--- src/rtl/reg_file_pkg.sv ---
// Register file geometry and the address/data types shared with the decode and writeback stages.
package reg_file_pkg;

  localparam int DATA_W = 16;
  localparam int ADDR_W = 4;
  localparam int DEPTH  = 2 ** ADDR_W;

  typedef logic [ADDR_W-1:0] reg_addr_t;
  typedef logic [DATA_W-1:0] reg_data_t;

endpackage

--- src/rtl/reg_file.sv ---
// 16x16 register file: two combinational read ports, two synchronous write ports (port 2 wins on conflict).
// Latency: reads zero cycles; writes visible just after the writing edge, with no write-through bypass.
// Backpressure: none; every enabled write is accepted on its edge.
module reg_file
  import reg_file_pkg::*;
(
  input  logic      clk,
  input  logic      rst,
  input  logic      w_enable1,
  input  logic      w_enable2,
  input  reg_addr_t d1read,
  input  reg_addr_t d2read,
  input  reg_addr_t addr1,
  input  reg_addr_t addr2,
  input  reg_data_t d1writeback,
  input  reg_data_t d2writeback,
  output reg_data_t d1write,
  output reg_data_t d2write
);

  reg_data_t regs [DEPTH];

  // Per-register select; testing port 2 first gives it priority when both target the same entry.
  always_ff @(posedge clk) begin
    for (int i = 0; i < DEPTH; i++) begin
      if (!rst) begin
        regs[i] <= '0;
      end else if (w_enable2 && (addr2 == reg_addr_t'(i))) begin
        regs[i] <= d2writeback;
      end else if (w_enable1 && (addr1 == reg_addr_t'(i))) begin
        regs[i] <= d1writeback;
      end
    end
  end

  // Outputs are forced to zero during reset so they are defined before the first clearing edge.
  assign d1write = rst ? regs[d1read] : '0;
  assign d2write = rst ? regs[d2read] : '0;

endmodule

--- config.mk ---
export PLATFORM = sky130hd
export DESIGN_NAME = reg_file
export DESIGN_NICKNAME = d
export VERILOG_FILES = /design/src/rtl/reg_file_pkg.sv /design/src/rtl/reg_file.sv
export SDC_FILE = /design/constraint.sdc
export NUM_CORES = 1
export LEC_CHECK = 0
export BUFFER_PORTS_ARGS = -buffer_cell sky130_fd_sc_hd__buf_4
export CAP_MARGIN = 20
export CORE_MARGIN = 2
export CORE_UTILIZATION = 50
export CTS_BUF_LIST = sky130_fd_sc_hd__clkbuf_4 sky130_fd_sc_hd__clkbuf_8
export DETAILED_ROUTE_END_ITERATION = 16
export PLACE_DENSITY = 0.68
export SYNTH_ARGS = -nofsm -noshare
export SYNTH_HDL_FRONTEND = slang
export SYNTH_SLANG_ARGS = --single-unit
--- constraint.sdc ---
create_clock -name clk -period 4.29 [get_ports clk]
set_clock_uncertainty 0.1 [all_clocks]
set_input_delay 0.858 -clock clk [delete_from_list [all_inputs] [get_ports clk]]
set_output_delay 0.858 -clock clk [all_outputs]
set_load 0.02 [all_outputs]
======== After elaboration in Yosys (flattened, before gate mapping) ========
Memory sizes are Yosys's and may differ from the RTL's.
Cells that the tools add are included.
word-level totals
  register bits after elaboration ......... 0
  RAM bits ................................ 256
  output and inout port bits .............. 32
  memories ................................ 1
memory list
  memory  words  width  read ports  clocked after memory_dff  wr ports  line            text
  regs    16     16     2           0                         16        reg_file.sv:21  reg_data_t regs [DEPTH];
operators by class
  equal/unequal tests ..................... 30
  multiplexer cells ....................... 147
  bitwise operators ....................... 32
  reduce and logical (&&, ||, !) cells .... 34
operators with widths
  operator              number
  $mux W16              34
  $mux W1               113
  $eq A4 B4 Y1 const B  16
  $eq A4 B3 Y1 const B  8
  $logic_and A1 B1 Y1   32
  $or A1 B1 Y1          32
  $eq A4 B2 Y1 const B  4
  $eq A4 B1 Y1 const B  2
  $logic_not A4 Y1      2

======== Depth between registers and ports, before layout ========
  depth after elaboration ................. 7
  mapped depth ............................ 8
  gate-level depth less buffers ........... 4

======== Worst setup path after synthesis ========
No wires, ideal clock.
  path type ............................... in2out
  start point ............................. input port d1read[0]
  end point ............................... output port d1write[9]
  arrival ................................. 2,271 ps
  data required time ...................... 3,332 ps
  path slack .............................. 1,061 ps
  cell stages on the path ................. 7
  path buffers ............................ 3
  cell sequence ........................... buf_4 buf_4 buf_4 mux2i_1 a22oi_1 nand2_1 o21ai_0
between the ends
  longest elaborated chain between the ends .. 2
RTL lines
  item             line            text
  from (decl)      reg_file.sv:11  input reg_addr_t d1read,
  $mem_v2 Z16 W16  n/a
  $mux W16         reg_file.sv:37  assign d1write = rst ? regs[d1read] : '0;
  to (decl)        reg_file.sv:17  output reg_data_t d1write,
Every way passes these cells.

======== Final worst setup path ========
  start point ............................. input port d2read[1]
  end point ............................... output port d2write[2]
between the ends
  longest elaborated chain between the ends .. 2
RTL lines
  item             line            text
  from (decl)      reg_file.sv:12  input reg_addr_t d2read,
  $mem_v2 Z16 W16  n/a
  $mux W16         reg_file.sv:38  assign d2write = rst ? regs[d2read] : '0;
  to (decl)        reg_file.sv:18  output reg_data_t d2write
Every way passes these cells.

==> out/summary.log <==
qor: outcome.outcome completed
qor: yosys.netlist_top_cells_count sky130_fd_sc_hd__edfxtp_1 (256), sky130_fd_sc_hd__a22o_1 (242), sky130_fd_sc_hd__mux2i_1 (177)
qor: timing.final.setup.tns 0 ns
qor: global_routing.grt_first_pass_wirelength 76,500 um
qor: floorplanning.std_cell_rows 64
qor: route.route.vias.total 11,944
qor: timing.slew-limit-headroom 18.7%
qor: worst_setup_path.critical_path_peak_fanout 25
qor: yosys.synthDominantCellAreaShare 50.0%
qor: worst_setup_path.path_delay_family buffers and inverters
qor: layout.layout.core_utilization 56.6%
qor: global_routing.globalRoute.totalOverflow 0
qor: yosys.avgSynthCellArea 12.8 um2
qor: timing.achievable-frequency 255 MHz
qor: route.ant_nets_after_route 0
qor: placed_design.numPlacedInstances 1,593
qor: worst_setup_path.critPathLaunchType primary input
qor: layout.areaGrowthSynthToFinish 12.0%
qor: yosys.most_used_dff_post_synth sky130_fd_sc_hd__edfxtp_1
qor: worst_setup_path.worst_ep_arrival_time 2.96 ns
qor: worst_setup_path.required 3.33 ns
qor: global_routing.vias_in_the_first_global_route 11,758
qor: power.finalPower 6.07 mW
qor: timing.final.min_clock_period 3.91 ns
qor: yosys.ys_top_cells_by_area sky130_fd_sc_hd__edfxtp_1 (50%), sky130_fd_sc_hd__a22o_1 (14%), sky130_fd_sc_hd__mux2i_1 (12%)
qor: yosys.synth.largest_area_cell sky130_fd_sc_hd__edfxtp_1
qor: layout.max_flop_register regs
qor: layout.proportion_of_layout_cells_with_a_drive_suffix_above_1 23.2%
qor: clock_tree.cts.repair_timing.setup_buffer_count 0
qor: yosys.synth_seq_area_share 50.0%
qor: worst_setup_path.crit_end_element output port
qor: timing.drv_slew 0
qor: yosys.synth_cell_type_count 41
qor: placed_design.place_congestion 0.953
qor: route.wire_per_inst 31.9 um
qor: floorplanning.chipHeight 179 um
qor: yosys.syn_area 15,400 um2
qor: floorplanning.dieArea 32,200 um2
qor: timing.finalHoldViolCount 0
qor: yosys.synth-seq-cells 256
qor: min_path.worst_hold_class primary input to flip-flop
qor: layout.num_antenna_cells 0
qor: floorplanning.top_level_ports 84
qor: timing.grt_setup_unrepaired false
qor: global_routing.antenna_found_initial 0
qor: power.p_per_area 352 nW/um2
qor: placed_design.place.detailed.hpwl 33,600 um
qor: timing.setup_viol_count_final 0
qor: power.power.static_leakage 6.41 nW
qor: clock_tree.cts_tree built
qor: worst_setup_path.cp_num_cells 7
qor: yosys.synth.net_count 1,256
qor: worst_setup_path.critPathMostFrequentCell sky130_fd_sc_hd__buf_4
qor: clock_tree.clk_transition_reported_paths 0.06 ns
qor: yosys.synth_most_common_cell sky130_fd_sc_hd__edfxtp_1
qor: worst_setup_path.crit_chain buf_4 -> nor2_1 -> buf_4 -> a221oi_1 -> o21ai_0 -> o21ai_0 -> buf_4
qor: worst_setup_path.path_buf_inv 3
qor: clock_tree.cts_hold_buffers 0
qor: floorplanning.dieWidth 179 um
qor: worst_setup_path.max_stage_delay 0.75 ns
qor: clock_tree.h-tree-depth 2
qor: worst_setup_path.path_class primary input to output port
qor: global_routing.grt_usage 33.2%
qor: route.postRouteWirelength 53,200 um
qor: timing.worst_slew_pin_slew 1.22 ns
qor: global_routing.grt_max_degree 42
qor: timing.min_period_over_period 91.2%
qor: clock_tree.clk_root_buffer_cell sky130_fd_sc_hd__clkbuf_8
qor: min_path.worst_hold_path_stage_count 2
qor: clock_tree.cells_resized_by_post_cts_repair 0
qor: layout.finalNetCount 1,296
qor: timing.worst_slack 0.376 ns
qor: power.power.ir.vdd_worst 0.192 mV
qor: clock_tree.tritoncts_num_sinks 256
qor: route.drt-vias-per-instance 7.16
qor: clock_tree.cts_inserted_buffers 43
qor: route.drt_drc_violations_left 0
qor: floorplanning.floorplan.initialDensity 50.5%
qor: yosys.synth_enable_flop_cells 256
qor: floorplanning.core 30,400 um2
qor: layout.fin_cells 1,667
qor: placed_design.preCtsSetupSlack 0.574 ns
qor: route.number_of_detailed_routing_iterations_run_before_antenna_repair 7
qor: clock_tree.cts_max_path_buffers 3
qor: yosys.synthCells 1,204
qor: layout.reg.largest.list regs: 256 flops
qor: yosys.yosysWarningCount 0
qor: placed_design.port_buffers 83
qor: layout.largest_reg_flops 256
qor: worst_setup_path.cell_with_the_largest_stage_delay_on_the_worst_path sky130_fd_sc_hd__nor2_1
qor: route.drt_iter0_markers 1,606
qor: run.max-cap-violations 0
qor: yosys.async_flop_share 0%
per-layer routing:
| metal | up-vias | global-route usage, % | part of all wire (%) |
|---|---|---|---|
| met5 | - | 0 | 0 |
| met4 | 0 | 14.6 | 4.5 |
| met3 | 176 | 7.25 | 12 |
| met2 | 899 | 52.4 | 46 |
| met1 | 5910 | 44.4 | 38 |
| li1 | 4959 | - | - |
report_power, final:
group,total (mW),leakage [nW],switching (mW),internal (mW)
clock,2.05,0.414,0.971,1.08
sequential,3.03,2.47,0.0939,2.94
combinational,0.988,3.52,0.614,0.374
total,6.07,6.41,1.68,4.39
stage by stage:
stage               area, um2  hold WS (ns)
floorplan               15400         0.960
global placement        16400          1.20
detailed placement      16400          1.21
CTS                     17200         0.615
global route            17200         0.652
finish                  17200         0.633
logic make-up (layout without fill, tap and decap cells):
| group | Yosys count | in the layout | share of synthesized area, % |
|---|---|---|---|
| multiplexers | 229 | 229 | 19.1 |
| flip-flops | 256 | 256 | 50.0 |
| buffers and inverters | 159 | 226 | 4.79 |
| AO/OA/AOI/OAI | 375 | 375 | 19.8 |
| AND/OR/NAND/NOR | 185 | 185 | 6.20 |
area by class of cell:
cell class	instances	area, um2
clock buffers	59	718
well taps	396	495
multi-input cells	789	7020
flip-flops and latches	256	7690
inverters	1	3.75
fillers	2536	13200
repair buffers	153	1230
clock inverters	13	61.3
placed cells by master, fill, tap and decap left out, drive strengths merged, types with 2 or more instances in the layout:
cell and count:
o211ai 10, nand3b 9, buf 153, nor3b 2
a22o 242, o221ai 4, nand2b 14, and2b 4
nor3 18, mux2i 177, edfxtp 256, or3b 2
nor2b 9, nor2 50, and2 2, nand2 52
nand3 19, a221oi 7, o22ai 7, a21oi 7
clkbuf 59, inv 2, o21ai 28, a31oi 3
a22oi 62, mux4 52, clkinv 11
worst paths after layout:
path              slack, ns             from      endpoint
hold / removal         0.63  d1writeback[11]  regs[15][11]
setup / recovery       0.38        d2read[1]    d2write[2]
Note: power is estimated with default switching activity, not from simulation.
